--- config.mk ---
export PLATFORM = sky130hd
export DESIGN_NAME = vis_bank_fetch
export DESIGN_NICKNAME = d
export VERILOG_FILES = /design/src/rtl/vis_bank_fetch.sv
export SDC_FILE = /design/constraint.sdc
export NUM_CORES = 1
export LEC_CHECK = 0
export BUFFER_PORTS_ARGS = -buffer_cell sky130_fd_sc_hd__clkbuf_2
export CORE_ASPECT_RATIO = 1.75
export CORE_MARGIN = 1.5
export CORE_UTILIZATION = 35
export DETAILED_ROUTE_END_ITERATION = 6
export GPL_ROUTABILITY_DRIVEN = 0
export HOLD_SLACK_MARGIN = 0.05
export PLACE_DENSITY = 0.57
export SLEW_MARGIN = 0
export SYNTH_ARGS = -nofsm -noshare
export SYNTH_HDL_FRONTEND = slang
export SYNTH_SLANG_ARGS = --single-unit
--- constraint.sdc ---
create_clock -name clk_x -period 9.3 [get_ports clk_x]
set_clock_uncertainty 0.15 [all_clocks]
set_input_delay 2.79 -clock clk_x [delete_from_list [all_inputs] [get_ports clk_x]]
set_output_delay 2.79 -clock clk_x [all_outputs]
set_load 0.1 [all_outputs]
--- src/rtl/vis_bank_fetch.sv ---
// Bank readback fetcher: on a bank-switch strobe, reads every accumulator word of the
// just-completed visibility bank from SRAM and streams it out through a 2-entry skid buffer.
module vis_bank_fetch #(
    parameter int ACCUM = 24,
    parameter int BANKS = 16,
    parameter int BSB   = 4,
    parameter int COUNT = 24,
    parameter int CBITS = 5,
    parameter int ABITS = 9
) (
    input  logic             clk_x,
    input  logic             rst_n,
    input  logic             sw_i,
    input  logic [BSB-1:0]   bank_i,
    output logic             sram_rd_o,
    output logic [ABITS-1:0] sram_adr_o,
    input  logic [ACCUM-1:0] sram_dat_i,
    output logic             vld_o,
    input  logic             rdy_i,
    output logic [ACCUM-1:0] dat_o,
    output logic             last_o,
    output logic [BSB-1:0]   tag_o,
    output logic             busy_o,
    output logic             ovf_o,
    output logic [7:0]       ovf_cnt_o
);

    localparam logic [BSB-1:0]   TOP_BANK = BSB'(BANKS - 1);
    localparam logic [CBITS-1:0] LAST_W   = CBITS'(COUNT - 1);

    typedef enum logic [1:0] {IDLE, READ, DRAIN} state_t;

    state_t             state_q;
    logic [BSB-1:0]     tag_q;
    logic [BSB-1:0]     pend_bank_q;
    logic               pend_q;
    logic [CBITS-1:0]   word_q;
    logic               ovf_q;
    logic [7:0]         ovf_cnt_q;

    logic               vld_p1;
    logic               last_p1;

    logic [1:0]         cnt_p2;
    logic [ACCUM-1:0]   dat0_p2;
    logic [ACCUM-1:0]   dat1_p2;
    logic               last0_p2;
    logic               last1_p2;

    logic               push;
    logic               pop;
    logic [1:0]         held;
    logic               room;
    logic               issue;
    logic               done;
    logic               queue_sw;
    logic [BSB-1:0]     done_bank;

    function automatic logic [BSB-1:0] completed_bank(input logic [BSB-1:0] b);
        return (b == '0) ? TOP_BANK : b - BSB'(1);
    endfunction

    function automatic logic [7:0] sat_inc(input logic [7:0] c);
        return (c == 8'hFF) ? c : c + 8'd1;
    endfunction

    // A pop in the current cycle frees a slot, which is what lets the stream run at 1 word/cycle.
    always_comb begin
        done_bank = completed_bank(bank_i);
        push      = vld_p1;
        pop       = (cnt_p2 != 2'd0) && rdy_i;
        held      = cnt_p2 + {1'b0, vld_p1};
        room      = held <= (2'd1 + {1'b0, pop});
        issue     = (state_q == READ) && room;
        done      = (state_q == DRAIN) && (cnt_p2 == 2'd1) && !vld_p1 && pop && last0_p2;
        queue_sw  = sw_i && ((state_q == READ) || ((state_q == DRAIN) && !done));
    end

    assign sram_rd_o  = issue;
    assign sram_adr_o = issue ? {tag_q, word_q} : '0;
    assign vld_o      = (cnt_p2 != 2'd0);
    assign dat_o      = vld_o ? dat0_p2 : '0;
    assign last_o     = vld_o && last0_p2;
    assign tag_o      = tag_q;
    assign busy_o     = (state_q != IDLE);
    assign ovf_o      = ovf_q;
    assign ovf_cnt_o  = ovf_cnt_q;

    always_ff @(posedge clk_x or negedge rst_n) begin
        if (!rst_n) begin
            state_q     <= IDLE;
            tag_q       <= '0;
            pend_bank_q <= '0;
            pend_q      <= 1'b0;
            word_q      <= '0;
            ovf_q       <= 1'b0;
            ovf_cnt_q   <= 8'd0;
            vld_p1      <= 1'b0;
            last_p1     <= 1'b0;
            cnt_p2      <= 2'd0;
        end else begin
            // p0 -> p1: read issued, data returns from SRAM next cycle
            vld_p1  <= issue;
            last_p1 <= issue && (word_q == LAST_W);
            // p1 -> p2: returning word lands in the skid buffer
            cnt_p2  <= cnt_p2 + {1'b0, push} - {1'b0, pop};

            if (queue_sw) begin
                if (!pend_q) begin
                    pend_q      <= 1'b1;
                    pend_bank_q <= done_bank;
                end else begin
                    ovf_q     <= 1'b1;
                    ovf_cnt_q <= sat_inc(ovf_cnt_q);
                end
            end

            case (state_q)
                IDLE: begin
                    if (sw_i) begin
                        tag_q   <= done_bank;
                        word_q  <= '0;
                        state_q <= READ;
                    end
                end
                READ: begin
                    if (issue) begin
                        word_q <= word_q + CBITS'(1);
                        if (word_q == LAST_W) state_q <= DRAIN;
                    end
                end
                DRAIN: begin
                    // The pending slot frees as it is consumed, so a coincident strobe refills it.
                    if (done) begin
                        if (pend_q) begin
                            tag_q   <= pend_bank_q;
                            word_q  <= '0;
                            state_q <= READ;
                            pend_q  <= sw_i;
                            if (sw_i) pend_bank_q <= done_bank;
                        end else if (sw_i) begin
                            tag_q   <= done_bank;
                            word_q  <= '0;
                            state_q <= READ;
                        end else begin
                            state_q <= IDLE;
                        end
                    end
                end
                default: state_q <= IDLE;
            endcase
        end
    end

    // Skid storage: entry 0 is always the head; entry 1 fills only while the head is held.
    always_ff @(posedge clk_x) begin
        if (push && ((cnt_p2 == 2'd0) || ((cnt_p2 == 2'd1) && pop))) begin
            dat0_p2  <= sram_dat_i;
            last0_p2 <= last_p1;
        end else if (pop) begin
            dat0_p2  <= dat1_p2;
            last0_p2 <= last1_p2;
        end
        if (push && (((cnt_p2 == 2'd1) && !pop) || ((cnt_p2 == 2'd2) && pop))) begin
            dat1_p2  <= sram_dat_i;
            last1_p2 <= last_p1;
        end
    end

endmodule

==> key figures <==
Outcome
  • Status: finished clean

Timing
  • Fin Hold WS: 0.2960 ns
  • # setup viols final: 0
  • Final period util: 82.24%
  • Final Hold Viols: 0
  • Setup TNS: 0 ns
  • Minimum clock period: 7.648 ns
  • Worst-Margin Slew: 1.127 ns
  • Slew Viols, Final: 0
  • Fmax: 130.8 MHz
  • RSZ-0062 raised after global routing: false
  • Relative slew slack: 24.82%

CTS
  • # resized after CTS: 0
  • Clk Latency, worst-skew pair: 0.33 ns
  • Post-CTS Repair Setup Buffers: 0
  • Clock-pin slew on the worst setup and hold paths: 0.05 ns
  • H-Tree Depth: 3
  • TritonCTS Buffers: 9
  • Clock buffer depth: 2
  • Hold-fix buffers, CTS: 0
  • Root Driver: clkbuf_16
  • CTS tree: built
  • CTS sink count: 79

Route
  • Pre-antenna DRT Iters: 4
  • Routed WL per cell: 14.97 um
  • # DRC: 0
  • Drt initial violations: 60
  • DRT Wirelength: 7650 um
  • Antenna-violating nets left: 0
  • Vias: 2586
  • Vias per cell: 5.061

Die
  • Initial cell density of the core: 35.72%
  • DIE HEIGHT: 140.8 um
  • Row cnt: 50
  • Core area: 0.01064 mm2
  • Die Wd: 81.75 um
  • Die area: 0.01151 mm2
  • Io pins: 82

Critical path
  • Max incr delay on CP: 0.46 ns
  • CP arrival: 4.71 ns
  • CP bufs+invs: 4
  • Crit path launch type: input pin
  • Crit Path Max Fanout: 13
  • Critical Path RT: 6.36 ns
  • CP Capture Type: output pin
  • Critical path's top delay family: buffers and inverters
  • Reg2reg setup slack: 6.66 ns
  • Critical Setup Path Class: input pin to output pin
  • CP max-delay cell: clkbuf_2
  • Crit-path cells: clkbuf_2 -> o21ai_0 -> inv_1 -> ha_1 -> nand2b_1 -> o21ai_0 -> buf_4 -> nand2_1 -> nor2_1 -> clkbuf_2

Layout
  • Area growth, synth to finish: 22.33%
  • Nets: 421
  • Ant. Diodes: 0
  • Layout cells sized above 1: 35.70%
  • Filler cells: 1047
  • Non-filler cells, final: 511

Hold path
  • Worst hold path class: flop to flop

Global route
  • Global-route wire length before repair: 12590 um
  • GRT Util Overall: 14.65%
  • Total gr overflow: 0
  • Vias in the first global route: 2584
  • Initial antenna violation count: 0
  • Largest net degree at the start of global routing: 30

Placement
  • IO buf count: 81
  • Post-Place Cells: 495
  • Final HPWL DP: 5298 um

Logic synthesis
  • Synth Instances: 291
  • Synth cell types: 48
  • Post-synth EDFFs: 50
  • Area of the mapped netlist: 0.003799 mm2
  • #FFs+latches synth: 79
  • Syn Nets: 336
  • YS warnings: 0
  • Syn_area_per_cell: 13.05 um2
  • Async S/R FF share, synth: 36.71%
  • Seq/Total Area, Yosys: 58.63%
  • Top FF cell, synth: edfxtp_1

Run
  • Max cap viols: 0
## metal layers
| metal | wire length [um] | up-vias | GRT usage, % |
|---|---|---|---|
| met5 | 0 | - | 0 |
| met4 | 274 | 0 | 8.742 |
| met3 | 361 | 18 | 3.560 |
| met2 | 3922 | 76 | 24.25 |
| met1 | 3092 | 1259 | 16.57 |
| li1 | - | 1233 | - |
## logic make-up (layout without fill, tap and decap cells)
group | count (synthesis) | in the layout | synth area share, %
flip-flops | 79 | 79 | 58.63
buffers and inverters | 26 | 116 | 2.899
XOR/XNOR | 8 | 8 | 1.845
AO/OA/AOI/OAI | 40 | 40 | 7.938
adder cells (fa/ha/maj) | 13 | 13 | 4.282
multiplexers | 31 | 31 | 9.321
AND/OR/NAND/NOR | 94 | 94 | 15.09
## state kept, by name (all words and copies together) (netlist names), 2 cells and up, named ones only
| register | count |
|---|---|
| state_q | 2 |
| dat1_p2 | 24 |
| ovf_cnt_o | 8 |
| dat0_p2 | 24 |
| cnt_p2 | 2 |
| word_q | 5 |
| tag_o | 4 |
## per-stage QoR
stage | util (%) | setup WS (ns) | cell area, um2
floorplan | - | 1.069 | 3799
global placement | 40.82 | 1.757 | 4342
detailed placement | 40.82 | 1.637 | 4342
CTS | 43.69 | 1.638 | 4647
global route | 43.69 | 1.461 | 4647
finish | 43.69 | 1.652 | 4647
## path summary, 6_finish.rpt
check | from | end | cells after the start
max in group asynchronous | rst_n | pend_bank_q[3] | 1
setup reg to reg | state_q[1] | ovf_cnt_o[1] | 6
hold reg to reg | last_p1 | last1_p2 | 0
setup / recovery | rdy_i | sram_adr_o[1] | 10
hold / removal | last_p1 | last1_p2 | 0
min in group asynchronous | rst_n | ovf_cnt_o[1] | 1
## Yosys cell counts (7+ instances only)
cell,instances,area share (%)
nor2_1,8,0.79
nor2b_1,27,4.4
edfxtp_1,50,40
dfrtp_1,29,19
and3_1,11,1.8
inv_1,16,1.6
nand3_1,10,1.3
ha_1,13,4.3
mux2_2,25,7.4
o21ai_0,7,0.92
nand2_1,9,0.89
## layout by cell type, fill, tap and decap left out, types with 3 or more instances in the layout
cell type and n:
nor2b_1 27, dfrtp_1 29, buf_4 3, ha_1 13, clkbuf_2 81, and2_1 3
nand4_1 5, nand2b_1 5, and3_1 11, or2_2 3, o22ai_1 3, nand3_1 10
xnor2_1 5, a31oi_1 4, inv_1 16, xor2_1 3, a21oi_1 4, mux2_2 25
edfxtp_1 50, and3b_1 3, nor2_1 7, o21ai_0 7, clkbuf_16 9, a2bb2oi_1 5
nand2_1 9
## layout make-up
class	instances	area (um2)	area share, %
clock buffer	11	232.7	5.008
clock inverter	5	72.57	1.562
inverter	16	60.06	1.292
multi-input combinational	186	1464	31.50
sequential	79	2227	47.93
tap	130	162.7	3.500
timing repair buffer	84	427.9	9.208
Power is not shown: default switching activity piles up to over one toggle a cycle in this logic, so the estimate is an artifact.
